File: config.mk
export PLATFORM = sky130hd
export DESIGN_NAME = bresenham_stepper_flat
export DESIGN_NICKNAME = d
export VERILOG_FILES = /design/src/rtl/bresenham_pkg.sv /design/src/rtl/bresenham_stepper_if.sv /design/src/rtl/bresenham_stepper_octant_normalize.sv /design/src/rtl/bresenham_stepper.sv /design/src/flat_wrapper.sv
export SDC_FILE = /design/constraint.sdc
export NUM_CORES = 1
export LEC_CHECK = 0
export CAP_MARGIN = 5
export CORE_MARGIN = 5
export CORE_UTILIZATION = 60
export CTS_CLUSTER_SIZE = 12
export DETAILED_ROUTE_END_ITERATION = 6
export MAX_ROUTING_LAYER = met4
export PLACE_DENSITY = 0.82
export REMOVE_ABC_BUFFERS = 1
export SKIP_CTS_REPAIR_TIMING = 1
export SLEW_MARGIN = 20
export SYNTH_ARGS = -nofsm -noshare
export SYNTH_HDL_FRONTEND = slang
export SYNTH_SLANG_ARGS = --single-unit
File: constraint.sdc
create_clock -name clk -period 15.9 [get_ports clk]
set_clock_uncertainty 0.2 [all_clocks]
set_input_delay 2.385 -clock clk [delete_from_list [all_inputs] [get_ports clk]]
set_output_delay 2.385 -clock clk [all_outputs]
set_load 0.02 [all_outputs]
File: src/rtl/bresenham_pkg.sv
// Shared types for the Bresenham ray stepper.
//   coord_t  : signed ray offsets and emitted first-octant coordinates
//   err_t    : signed Bresenham error accumulator (two bits of headroom)
//   state_t  : stepper FSM states
//   octant_t : flags that let the flip stage map points back to real offsets
package bresenham_pkg;

    localparam int COORD_W = 10;
    localparam int ERR_W   = COORD_W + 2;

    typedef logic signed [COORD_W-1:0] coord_t;
    typedef logic signed [ERR_W-1:0]   err_t;

    typedef enum logic [1:0] {IDLE, SETUP, EMIT} state_t;

    typedef struct packed {
        logic flip_x;
        logic flip_y;
        logic flip_identity;
    } octant_t;

    // Sign-extend a coordinate into the error accumulator width.
    function automatic err_t to_err(coord_t v);
        return err_t'(v);
    endfunction

endpackage

File: src/rtl/bresenham_stepper_if.sv
// Ray request / point response handshake bundle.
//   master : upstream ray source plus downstream point consumer
//   slave  : the stepper
interface bresenham_stepper_if;
    import bresenham_pkg::*;

    logic   ray_valid;
    logic   ray_ready;
    coord_t dx_in;
    coord_t dy_in;

    logic   pt_valid;
    logic   pt_ready;
    coord_t x_out;
    coord_t y_out;
    logic   flip_x;
    logic   flip_y;
    logic   flip_identity;
    logic   pt_last;

    modport master (
        output ray_valid, dx_in, dy_in, pt_ready,
        input  ray_ready, pt_valid, x_out, y_out,
               flip_x, flip_y, flip_identity, pt_last
    );

    modport slave (
        input  ray_valid, dx_in, dy_in, pt_ready,
        output ray_ready, pt_valid, x_out, y_out,
               flip_x, flip_y, flip_identity, pt_last
    );

endinterface

File: src/rtl/bresenham_stepper_octant_normalize.sv
// Folds a signed (dx, dy) offset into the first octant.
//   dx, dy : signed ray endpoint offset (-2^(COORD_W-1) excluded)
//   a      : major length max(|dx|, |dy|)
//   b      : minor length min(|dx|, |dy|)
//   oct    : flags needed to undo the fold
module octant_normalize
    import bresenham_pkg::*;
(
    input  coord_t  dx,
    input  coord_t  dy,
    output coord_t  a,
    output coord_t  b,
    output octant_t oct
);

    coord_t ax;
    coord_t ay;
    logic   swap;

    always_comb begin
        ax   = dx[COORD_W-1] ? -dx : dx;
        ay   = dy[COORD_W-1] ? -dy : dy;
        swap = (ay > ax);

        a = swap ? ay : ax;
        b = swap ? ax : ay;

        // When axes are swapped, x_out walks the real y axis, so the sign
        // that belongs to x_out is dy's.
        oct.flip_identity = swap;
        oct.flip_x        = swap ? dy[COORD_W-1] : dx[COORD_W-1];
        oct.flip_y        = swap ? dx[COORD_W-1] : dy[COORD_W-1];
    end

endmodule

File: src/rtl/bresenham_stepper.sv
// Bresenham line stepper: accepts one ray offset, normalises it to the first
// octant and emits one (major, minor) cell per point handshake.
//   clk, rst_n : clock, asynchronous active-low reset
//   bus        : ray request in (valid/ready, dx_in/dy_in), point out
//                (valid/ready, x_out/y_out, octant flags, pt_last)
module bresenham_stepper
    import bresenham_pkg::*;
(
    input  logic                      clk,
    input  logic                      rst_n,
    bresenham_stepper_if.slave        bus
);

    state_t  state, state_nx;

    coord_t  dx_q, dy_q;
    coord_t  a_q, b_q;
    coord_t  a_n, b_n;
    coord_t  x_q, y_q;
    err_t    err_q;
    octant_t oct_q, oct_n;
    logic    last_q;

    logic    ray_fire;
    logic    pt_fire;

    assign ray_fire = bus.ray_valid && bus.ray_ready;
    assign pt_fire  = bus.pt_valid && bus.pt_ready;

    // Normalise the latched offset; consumed only in SETUP.
    octant_normalize u_norm (
        .dx  (dx_q),
        .dy  (dy_q),
        .a   (a_n),
        .b   (b_n),
        .oct (oct_n)
    );

    // State register
    always_ff @(posedge clk or negedge rst_n) begin
        if (!rst_n) state <= IDLE;
        else        state <= state_nx;
    end

    // Next-state logic
    always_comb begin
        state_nx = state;
        case (state)
            IDLE:    if (ray_fire) state_nx = SETUP;
            SETUP:   state_nx = EMIT;
            EMIT:    if (pt_fire && last_q) state_nx = IDLE;
            default: state_nx = IDLE;
        endcase
    end

    // FSM outputs; decoded from state so reset clears them asynchronously.
    always_comb begin
        bus.ray_ready = (state == IDLE);
        bus.pt_valid  = (state == EMIT);
    end

    // Datapath: latched ray, octant, walk counters and error accumulator.
    always_ff @(posedge clk or negedge rst_n) begin
        if (!rst_n) begin
            dx_q   <= '0;
            dy_q   <= '0;
            a_q    <= '0;
            b_q    <= '0;
            x_q    <= '0;
            y_q    <= '0;
            err_q  <= '0;
            oct_q  <= '0;
            last_q <= 1'b0;
        end else begin
            case (state)
                IDLE: begin
                    if (ray_fire) begin
                        dx_q <= bus.dx_in;
                        dy_q <= bus.dy_in;
                    end
                end
                SETUP: begin
                    a_q    <= a_n;
                    b_q    <= b_n;
                    oct_q  <= oct_n;
                    x_q    <= '0;
                    y_q    <= '0;
                    err_q  <= (to_err(b_n) <<< 1) - to_err(a_n);
                    last_q <= (a_n == '0);
                end
                EMIT: begin
                    if (pt_fire && !last_q) begin
                        x_q <= x_q + coord_t'(1);
                        if (err_q > err_t'(0)) begin
                            y_q   <= y_q + coord_t'(1);
                            err_q <= err_q + ((to_err(b_q) - to_err(a_q)) <<< 1);
                        end else begin
                            err_q <= err_q + (to_err(b_q) <<< 1);
                        end
                        last_q <= ((x_q + coord_t'(1)) == a_q);
                    end
                end
                default: ;
            endcase
        end
    end

    assign bus.x_out         = x_q;
    assign bus.y_out         = y_q;
    assign bus.flip_x        = oct_q.flip_x;
    assign bus.flip_y        = oct_q.flip_y;
    assign bus.flip_identity = oct_q.flip_identity;
    assign bus.pt_last       = last_q;

endmodule
File: src/flat_wrapper.sv
// flat-port wrapper written by rule: the top's interface ports become plain ports
module bresenham_stepper_flat import bresenham_pkg::*;
  (clk, rst_n, bus_ray_valid, bus_dx_in, bus_dy_in, bus_pt_ready, bus_ray_ready, bus_pt_valid, bus_x_out, bus_y_out, bus_flip_x, bus_flip_y, bus_flip_identity, bus_pt_last);
  bresenham_stepper_if bus_i ();
  input  logic clk;
  input  logic rst_n;
  input wire logic [$bits(bus_i.ray_valid)-1:0] bus_ray_valid;
  input wire logic [$bits(bus_i.dx_in)-1:0] bus_dx_in;
  input wire logic [$bits(bus_i.dy_in)-1:0] bus_dy_in;
  input wire logic [$bits(bus_i.pt_ready)-1:0] bus_pt_ready;
  output wire logic [$bits(bus_i.ray_ready)-1:0] bus_ray_ready;
  output wire logic [$bits(bus_i.pt_valid)-1:0] bus_pt_valid;
  output wire logic [$bits(bus_i.x_out)-1:0] bus_x_out;
  output wire logic [$bits(bus_i.y_out)-1:0] bus_y_out;
  output wire logic [$bits(bus_i.flip_x)-1:0] bus_flip_x;
  output wire logic [$bits(bus_i.flip_y)-1:0] bus_flip_y;
  output wire logic [$bits(bus_i.flip_identity)-1:0] bus_flip_identity;
  output wire logic [$bits(bus_i.pt_last)-1:0] bus_pt_last;
  assign bus_i.ray_valid = bus_ray_valid;
  assign bus_i.dx_in = bus_dx_in;
  assign bus_i.dy_in = bus_dy_in;
  assign bus_i.pt_ready = bus_pt_ready;
  assign bus_ray_ready = bus_i.ray_ready;
  assign bus_pt_valid = bus_i.pt_valid;
  assign bus_x_out = bus_i.x_out;
  assign bus_y_out = bus_i.y_out;
  assign bus_flip_x = bus_i.flip_x;
  assign bus_flip_y = bus_i.flip_y;
  assign bus_flip_identity = bus_i.flip_identity;
  assign bus_pt_last = bus_i.pt_last;
  bresenham_stepper u_core (.clk(clk), .rst_n(rst_n), .bus(bus_i));
endmodule
==> run_results.csv, run 1 <==
group,metric,value,unit
status,status,"finished clean",
sta,period_share,40.4,%
worst_setup_path,crit_slowest_cell,"nor4_1",
worst_setup_path,path_class,"flip-flop to flip-flop",
synthesis,yosys_warnings,0,
worst_setup_path,crit_buf_inv,1,
cts,cts_buffer_depth,2,
final_layout,drive_above_1_share,9.31,%
worst_setup_path,cp-start-kind,"flip-flop",
worst_setup_path,reg2reg_slack,9.48,ns
floorplan,start_util,61.2,%
detailed_routing,m1WireLength,6.82,mm
sta,tns,0,ns
floorplan,die-height,112,µm
final_layout,num-fill-cells,817,
placed_design,pre_cts_slack,9.63,ns
detailed_routing,top_layer,"met4",
worst_setup_path,reg2reg_depth,21,
detailed_routing,first_pass_iters,5,
cts,cts_sinks,78,
detailed_routing,vias,5613,
cts,clkLatencyLatePin,0.38,ns
synthesis,yosys.area.top_type,"dfrtp_1",
global_routing,grt_pass1_vias,5560,
global_routing,grt_first_pass_wirelength,26.6,mm
cts,cts_tree,"yes",
worst_setup_path,path_cells,"or4_4, nor4_1, ha_1, nand2b_1, or3b_1, nor4b_1, or4_1, or2_1, nor2_1, a21oi_1, fa_1, inv_1, a21oi_1, a21oi_1, nand2_1, nor3_1, a311oi_1, nor4_1, o311a_1, o21a_1, o31ai_2",
sta,fmax,156,MHz
sta,min_period,6.42,ns
placed_design,hpwl,12.1,mm
synthesis,synth_edf_count,0,
floorplan,core-area,0.0103,mm²
synthesis,ys_top_cells_by_count,"dfrtp_1, nor2_1, a21oi_1",
hold_path,hold_end,"u_core.bus.flip_identity$_DFFE_PN0N_",
synthesis,synthCells,751,
detailed_routing,drc_errors,0,
floorplan,io_pins,50,
placed_design,gp_congestion,0.962,
synthesis,synth-seq-area-share,31.1,%
final_layout,final_nets,845,
detailed_routing,first_iter_violations,453,
worst_setup_path,r2r_start,"u_core.dy_q[3]$_DFFE_PN0P_",
worst_setup_path,cp_max_fo,14,
synthesis,synthTopCellsByArea,"dfrtp_1, ha_1, mux2_2",
detailed_routing,drt_wl_total,16.2,mm
placed_design,dp_cells,905,
worst_setup_path,cp.arrival,6.51,ns
synthesis,synth-seq-cells,78,
hold_path,holdCritPathClass,"flip-flop to flip-flop",
cts,cts_root_buffer,"clkbuf_8",
run,maxCapViolCount,0,
detailed_routing,wl_per_cell,17.6,µm
global_routing,gr-usage-all-layers,26.6,%
synthesis,netlist_area,0.00628,mm²
hold_path,whs_path_depth,1,
detailed_routing,ant_nets,0,
sta,maxSlewViolCount,0,
sta,setup_violations,0,
worst_setup_path,required,15.99,ns
final_layout,insertedDiodeCount,0,
sta,worstMarginPinSlew,0.999,ns
synthesis,synth_top_area_share,31.1,%
sta,slew_headroom,31.7,%
global_routing,grt_max_degree,79,
synthesis,synthFlopType,"dfrtp_1",
worst_setup_path,r2r_end,"u_core.err_q[10]$_DFFE_PN0P_",
sta,hold_violations,0,
floorplan,dieArea,0.0126,mm²
global_routing,gr-total-overflow,0,
worst_setup_path,critPathTopFamily,"simple AND/OR/NAND/NOR gates",
final_layout,final_cells,920,
sta,rsz0062_at_grt,"no",
floorplan,num_rows,37,
detailed_routing,vias_per_cell,6.10,
synthesis,async_flop_share,100,%
worst_setup_path,critical-path-max-stage-delay,0.67,ns
detailed_routing,wl_met3,805,µm
cts,htreeDepth,3,
floorplan,die_w,112,µm
cts,cts_buffers,9,
synthesis,syn_avg_cell_area,8.37,µm²
cts,clk_pin_slew,0.08,ns
sta,layout_setup_ws,9.48,ns
synthesis,yosysMostFrequentCell,"dfrtp_1",
final_layout,area_delta_synth_final,12.2,%
worst_setup_path,cpMostUsedCell,"a21oi_1",
global_routing,grt_antenna_before_repair,0,
sta,holdWs,0.321,ns
hold_path,min_from,"u_core.bus.flip_identity$_DFFE_PN0N_",
detailed_routing,met2WireLength,8.03,mm
worst_setup_path,cp-end-kind,"flip-flop",
placed_design,io_buffers,49,
synthesis,synthDistinctLibCells,74,
==> layout by cell type, fill, tap and decap left out, types with 5 or more instances in the layout <==
cell type,n
and3_1,7
mux2_2,32
nor4_1,9
clkdlybuf4s50_1,48
a21oi_1,64
o21ai_0,60
o21a_1,5
o21bai_1,11
a31oi_1,5
xor2_1,16
inv_1,51
ha_1,38
o211ai_1,9
dfrtp_1,78
clkbuf_8,9
nand2b_1,14
and2_1,6
xnor2_1,27
nand2_1,61
nand3_1,18
nor3_1,25
nor2b_1,15
nor2_1,66
a21o_1,7
==> logic make-up (layout without fill, tap and decap cells) <==
logic type / count (synthesis) / count (layout) / share of synthesized area, %
xor gates and xnor gates: 44 / 44 / 6.25
adders and majority gates: 42 / 42 / 8.68
buffers and inverters: 87 / 120 / 5.65
muxes: 36 / 36 / 6.37
AOI/OAI and AO/OA: 213 / 213 / 22.1
DFF: 78 / 78 / 31.1
and+or+nand+nor: 251 / 251 / 19.9
==> cell type report <==
cell class | count | area, µm² | area share [%]
Tap cell | 136 | 170 | 2.41
Clock inverter | 6 | 111 | 1.58
Clock buffer | 9 | 124 | 1.76
Timing Repair Buffer | 53 | 522 | 7.40
Inverter | 52 | 195 | 2.77
Sequential cell | 78 | 1950 | 27.7
Multi-Input combinational cell | 586 | 3980 | 56.4
==> metal layers <==
layer / vias up / global-route usage [%]
met5: - / -
met4: 0 / 12.6
met3: 42 / 3.40
met2: 182 / 45.5
met1: 2664 / 31.1
li1: 2725 / -
==> worst max-delay path by stage <==
stage                                          start                           end  depth (start not counted)
after floorplan           u_core.dy_q[3]$_DFFE_PN0P_  u_core.err_q[10]$_DFFE_PN0P_                         21
after global placement    u_core.dy_q[3]$_DFFE_PN0P_  u_core.err_q[10]$_DFFE_PN0P_                         20
after detailed placement  u_core.dy_q[3]$_DFFE_PN0P_  u_core.err_q[10]$_DFFE_PN0P_                         21
after CTS                 u_core.dy_q[3]$_DFFE_PN0P_  u_core.err_q[10]$_DFFE_PN0P_                         21
after global routing      u_core.dy_q[3]$_DFFE_PN0P_  u_core.err_q[10]$_DFFE_PN0P_                         21
final                     u_core.dy_q[3]$_DFFE_PN0P_  u_core.err_q[10]$_DFFE_PN0P_                         21
==> worst reg2reg max path: cells and delay by family, from the launching register on <==
family | cells | cell delay, ns
AND/OR/NAND/NOR | 11 | 3.17
buffers and inverters | 1 | 0.05
AO/OA/AOI/OAI | 7 | 1.78
adder cells (fa/ha/maj) | 2 | 0.68
flip-flops | 1 | 0.46
==> sequential cells by signal (all words and copies together) (netlist names), 2 cells and up <==
signal,cells
u_core.dx_q,10
u_core.state,2
u_core.dy_q,10
u_core.err_q,12
u_core.bus.y_out,10
u_core.b_q,10
u_core.a_q,10
u_core.bus.x_out,10
==> per-stage QoR <==
stage,utilization [%],cell area [µm²]
after floorplan,-,6120
after global placement,66.3,6810
after detailed placement,66.3,6810
after CTS,68.6,7050
after global routing,68.6,7050
final,68.6,7050
Power of run 1 is not shown: default switching activity piles up to over one toggle a cycle in this logic, so the estimate is an artifact.
==> inputs of run 2 (changes only) <==
==> constraint.sdc (replaced) <==
create_clock -name clk -period 6.51 [get_ports clk]
set_clock_uncertainty 0.2 [all_clocks]
set_input_delay 0.9765 -clock clk [delete_from_list [all_inputs] [get_ports clk]]
set_output_delay 0.9765 -clock clk [all_outputs]
set_load 0.02 [all_outputs]
==> run 2 against run 1 <==
  * Core utilization shrank 0.51 points
  * Fmax grew 5.0%
  * Non-clock buffer count grew 2
  * Critical path depth shrank 3
  * Global-route usage shrank 1.1 points
  * Register-to-register slack lost 9.1 ns
  * Sequential share of layout area grew 0.21 points
  * Critical path type unchanged
  * Largest cell class unchanged
  * Highest routed layer unchanged
==> run_results.csv, run 2 (same netlist as run 1, synthesis figures left out) <==
group,metric,value,unit
cts,cts_buffer_depth,2,
global_routing,grt_pass1_vias,5435,
final_layout,insertedDiodeCount,0,
final_layout,final_common_cell,"dfrtp_1",
final_layout,area_delta_synth_final,11.4,%
sta,maxSlewViolCount,0,
global_routing,gr-total-overflow,0,
detailed_routing,wl_per_cell,17.2,µm
final_layout,largest-register,"u_core.err_q",
global_routing,gr-usage-all-layers,25.5,%
final_layout,utilization,68.1,%
floorplan,start_util,61.2,%
final_layout,largest_reg_flops,12,
floorplan,core-area,0.0103,mm²
floorplan,die-height,112,µm
sta,min_period,6.12,ns
worst_setup_path,path_class,"flip-flop to flip-flop",
placed_design,pre_cts_slack,0.527,ns
worst_setup_path,cp_max_fo,30,
final_layout,most-common-layout-cells,"dfrtp_1, nor2_1, a21oi_1, nand2_1, o21ai_0",
final_layout,drive_above_1_share,9.40,%
detailed_routing,ant_nets,0,
placed_design,gp_congestion,0.940,
sta,fmax,163,MHz
hold_path,holdCritPathClass,"flip-flop to flip-flop",
floorplan,io_pins,50,
sta,hold_violations,0,
cts,cts_buffers,9,
floorplan,num_rows,37,
cts,clkLatencyLatePin,0.35,ns
floorplan,die_w,112,µm
worst_setup_path,required,6.58,ns
placed_design,io_buffers,49,
floorplan,dieArea,0.0126,mm²
worst_setup_path,cp-start-kind,"flip-flop",
run,maxCapViolCount,0,
placed_design,hpwl,11.8,mm
sta,setup_violations,0,
detailed_routing,vias_per_cell,6.19,
sta,rsz0062_at_grt,"no",
sta,layout_setup_ws,0.392,ns
final_layout,final_nets,847,
hold_path,min_from,"u_core.bus.flip_identity$_DFFE_PN0N_",
worst_setup_path,cp.arrival,6.19,ns
cts,cts_sinks,78,
cts,cts_tree,"yes",
detailed_routing,drc_errors,0,
worst_setup_path,cp-startpoint,"u_core.dx_q[3]$_DFFE_PN0P_",
sta,worstMarginPinSlew,0.931,ns
global_routing,grt_antenna_before_repair,0,
global_routing,grt_first_pass_wirelength,25.8,mm
detailed_routing,vias,5716,
worst_setup_path,r2r_start,"u_core.dx_q[3]$_DFFE_PN0P_",
detailed_routing,first_iter_violations,509,
sta,period_share,94.0,%
cts,htreeDepth,3,
worst_setup_path,cp-end-kind,"flip-flop",
global_routing,grt_max_degree,79,
sta,slew_headroom,36.3,%
cts,cts_root_buffer,"clkbuf_8",
detailed_routing,drt_wl_total,15.8,mm
detailed_routing,first_pass_iters,6,
sta,tns,0,ns
cts,clk_pin_slew,0.09,ns
status,status,"finished clean",
-- run 2: cell count changes in the layout (fill, tap and decap cells not counted) --
cell / previous run / this run
clkinvlp_4: 1 / 0
bufinv_16: 3 / 0
clkbuf_1: 0 / 2
clkinv_4: 1 / 3
buf_4: 4 / 6
clkinv_2: 1 / 2
-- run 2: metal layers --
metal | track usage [%] | vias up | wire length [µm]
met1 | 30.4 | 2711 | 6490
met4 | 11.4 | 0 | 593
met5 | - | - | 0
met2 | 43.3 | 223 | 7790
met3 | 3.07 | 42 | 968
li1 | - | 2740 | -
-- run 2: critical path, stage by stage (launching register included) --
cell and delay, ns:
dfrtp_1 0.49, nor4_1 0.50, nand4_1 0.35, ha_1 0.50, nand2b_1 0.12, or3b_1 0.41
nor4b_1 0.22, or4_1 0.35, or2_1 0.38, buf_4 0.37, nor2_1 0.07, a21oi_1 0.36
inv_1 0.10, ha_1 0.36, and3_1 0.16, a311o_1 0.36, o311a_1 0.38, o21a_1 0.18
o31ai_2 0.17
-- run 2: per-stage QoR --
| step | instances | hold slack (ns) | cell area [µm²] |
|---|---|---|---|
| detailed placement | 907 | 0.320 | 6830 |
| finish | 923 | 0.326 | 7000 |
| global route | 923 | 0.349 | 7000 |
| floorplan | 716 | 0.278 | 6120 |
| CTS | 923 | 0.334 | 7000 |
| global placement | 907 | 0.300 | 6830 |
-- run 2: area by class of cell --
class / count / area, µm²
multi-input combinational: 586 / 3980
fill: 871 / 3280
sequential: 78 / 1950
timing repair buffer: 55 / 537
inverter: 52 / 195
tap: 136 / 170
clock buffer: 11 / 131
clock inverter: 5 / 36.3
-- run 2: final timing paths --
kind	cells after the start	slack (ns)	to
setup / recovery	18	0.39	u_core.err_q[10]$_DFFE_PN0P_
hold / removal	1	0.33	u_core.bus.flip_identity$_DFFE_PN0N_
setup reg to reg	18	0.39	u_core.err_q[10]$_DFFE_PN0P_
hold reg to reg	1	0.33	u_core.bus.flip_identity$_DFFE_PN0N_
max in group asynchronous	1	5.15	u_core.b_q[7]$_DFFE_PN0N_
min in group asynchronous	1	0.45	u_core.bus.x_out[0]$_DFFE_PN0P_
Power of run 2 is left out for the same reason.
==> RTL change (config.mk and constraints of run 2) <==
Change the package constant `COORD_W` from 10 to 12.
--- a/src/rtl/bresenham_pkg.sv
+++ b/src/rtl/bresenham_pkg.sv
@@ -6,5 +6,5 @@
 package bresenham_pkg;
 
-    localparam int COORD_W = 10;
+    localparam int COORD_W = 12;
     localparam int ERR_W   = COORD_W + 2;
 
Ports: changed (resized bus_dx_in, bus_dy_in, bus_x_out and bus_y_out); port bits go from 50 to 58. The function was not compared with the original's and may differ.
==> RTL change against run 2 <==
  * Wire length is 13% higher
  * Critical endpoint is now u_core.err_q[12]$_DFFE_PN0P_
  * Area after synthesis is 11% higher
  * Cell area increased by 14%
  * Sequential cell count increased by 14
  * Worst setup slack gained 0.20 ns
  * Final cell count grew 5.0%
  * Die area is 10% higher
  * Largest cell class unchanged
  * Non-clock buffer count is 10 higher
  * Via count rose by 4.0%
  * Maximum frequency grew 3.4%
  * Count of clock-buffer cells in the layout up 1
Power is not shown: default switching activity piles up to over one toggle a cycle in this logic, so the estimate is an artifact.
==> RTL change: results (changes against run 2) <==
* Run status: finished, final reports clean (unchanged)
* Routed length on met1 at 7.48 mm (was 6.49 mm)
* Ranking of synthesized cells by instance count: sky130_fd_sc_hd__dfrtp_1, sky130_fd_sc_hd__nand2_1, sky130_fd_sc_hd__a21oi_1 (was sky130_fd_sc_hd__dfrtp_1, sky130_fd_sc_hd__nor2_1, sky130_fd_sc_hd__a21oi_1)
* Transition time at the pin with the least slew margin at 1.04 ns (was 0.931 ns)
* Portion of the post-synthesis area used by sequential elements at 0.330 (was 0.311)
* Worst R2R Start: u_core.dx_q[5]$_DFFE_PN0P_ (was u_core.dx_q[3]$_DFFE_PN0P_)
* Cell at the slowest stage of the critical path: sky130_fd_sc_hd__or4_4 (was sky130_fd_sc_hd__nor4_1)
* Detailed-routed wire length on met3 at 880 um (was 968 um)
* Met3 global-route usage at 0.0404 (was 0.0307)
* Met1 capacity usage during global routing at 0.332 (was 0.304)
* Placed standard-cell area at 7680 um2 (was 6830 um2)
* Routed via count at 5944 (was 5716)
* Adder and majority gate portion of the synthesized area at 0.103 (was 0.0868)
* First-pass GRT wire length at 30.1 mm (was 25.8 mm)
* Flip-flop count of the largest register, all copies and words added at 14 (was 12)
* Initial detailed-routing violation count at 484 (was 509)
* Layout net count at 904 (was 847)
* Clock root buffer: sky130_fd_sc_hd__clkbuf_16 (was sky130_fd_sc_hd__clkbuf_8)
* Maximum net fanout on the critical path at 38 (was 30)
* Critical Path AT at 6.00 ns (was 6.19 ns)
* Number of iterations in the first detailed-routing pass at 5 (was 6)
* Minimum setup slack among reg-to-reg paths at 0.59 ns (was 0.39 ns)
* Fraction of layout instances using a drive strength above 1 at 0.115 (was 0.0940)
* Largest delay contributor family on the critical path: compound AO/OA/AOI/OAI gates (was simple AND/OR/NAND/NOR gates)
* Met2 layer usage reported by global route at 0.448 (was 0.433)
* Maximum cell stage delay along the critical path at 0.61 ns (was 0.50 ns)
* Pin count of the biggest net entering global routing at 59 (was 79)
* Synth Area in XOR/XNOR at 0.103 (was 0.0625)
* Total global routing track utilization at 0.272 (was 0.255)
==> RTL change: cell types whose count changed after synthesis, sizes merged, moves of 10 or more <==
| cell | run 2 | this run |
|---|---|---|
| nand2 | 62 | 74 |
| xor2 | 17 | 35 |
| mux2 | 32 | 47 |
| ha | 38 | 50 |
| nor3 | 25 | 15 |
| mux2i | 4 | 21 |
| dfrtp | 78 | 92 |
| o211ai | 10 | 0 |
| xnor2 | 27 | 45 |
==> RTL change: through the flow <==
stage	cells	utilization	worst slack, ns
6_report	969	0.700	0.591
5_1_grt	969	0.700	0.0383
4_1_cts	969	0.698	0.459
3_5_place_dp	955	0.673	0.492
3_3_place_gp	955	0.673	0.626
2_1_floorplan	747	-	0.515
==> RTL change: final cells by class <==
type	instances	area [um2]
multi-input combinational	606	4410
fill	923	3430
sequential	92	2300
timing repair buffer	65	628
clock buffer	12	256
inverter	49	184
tap	143	179
clock inverter	2	35.0
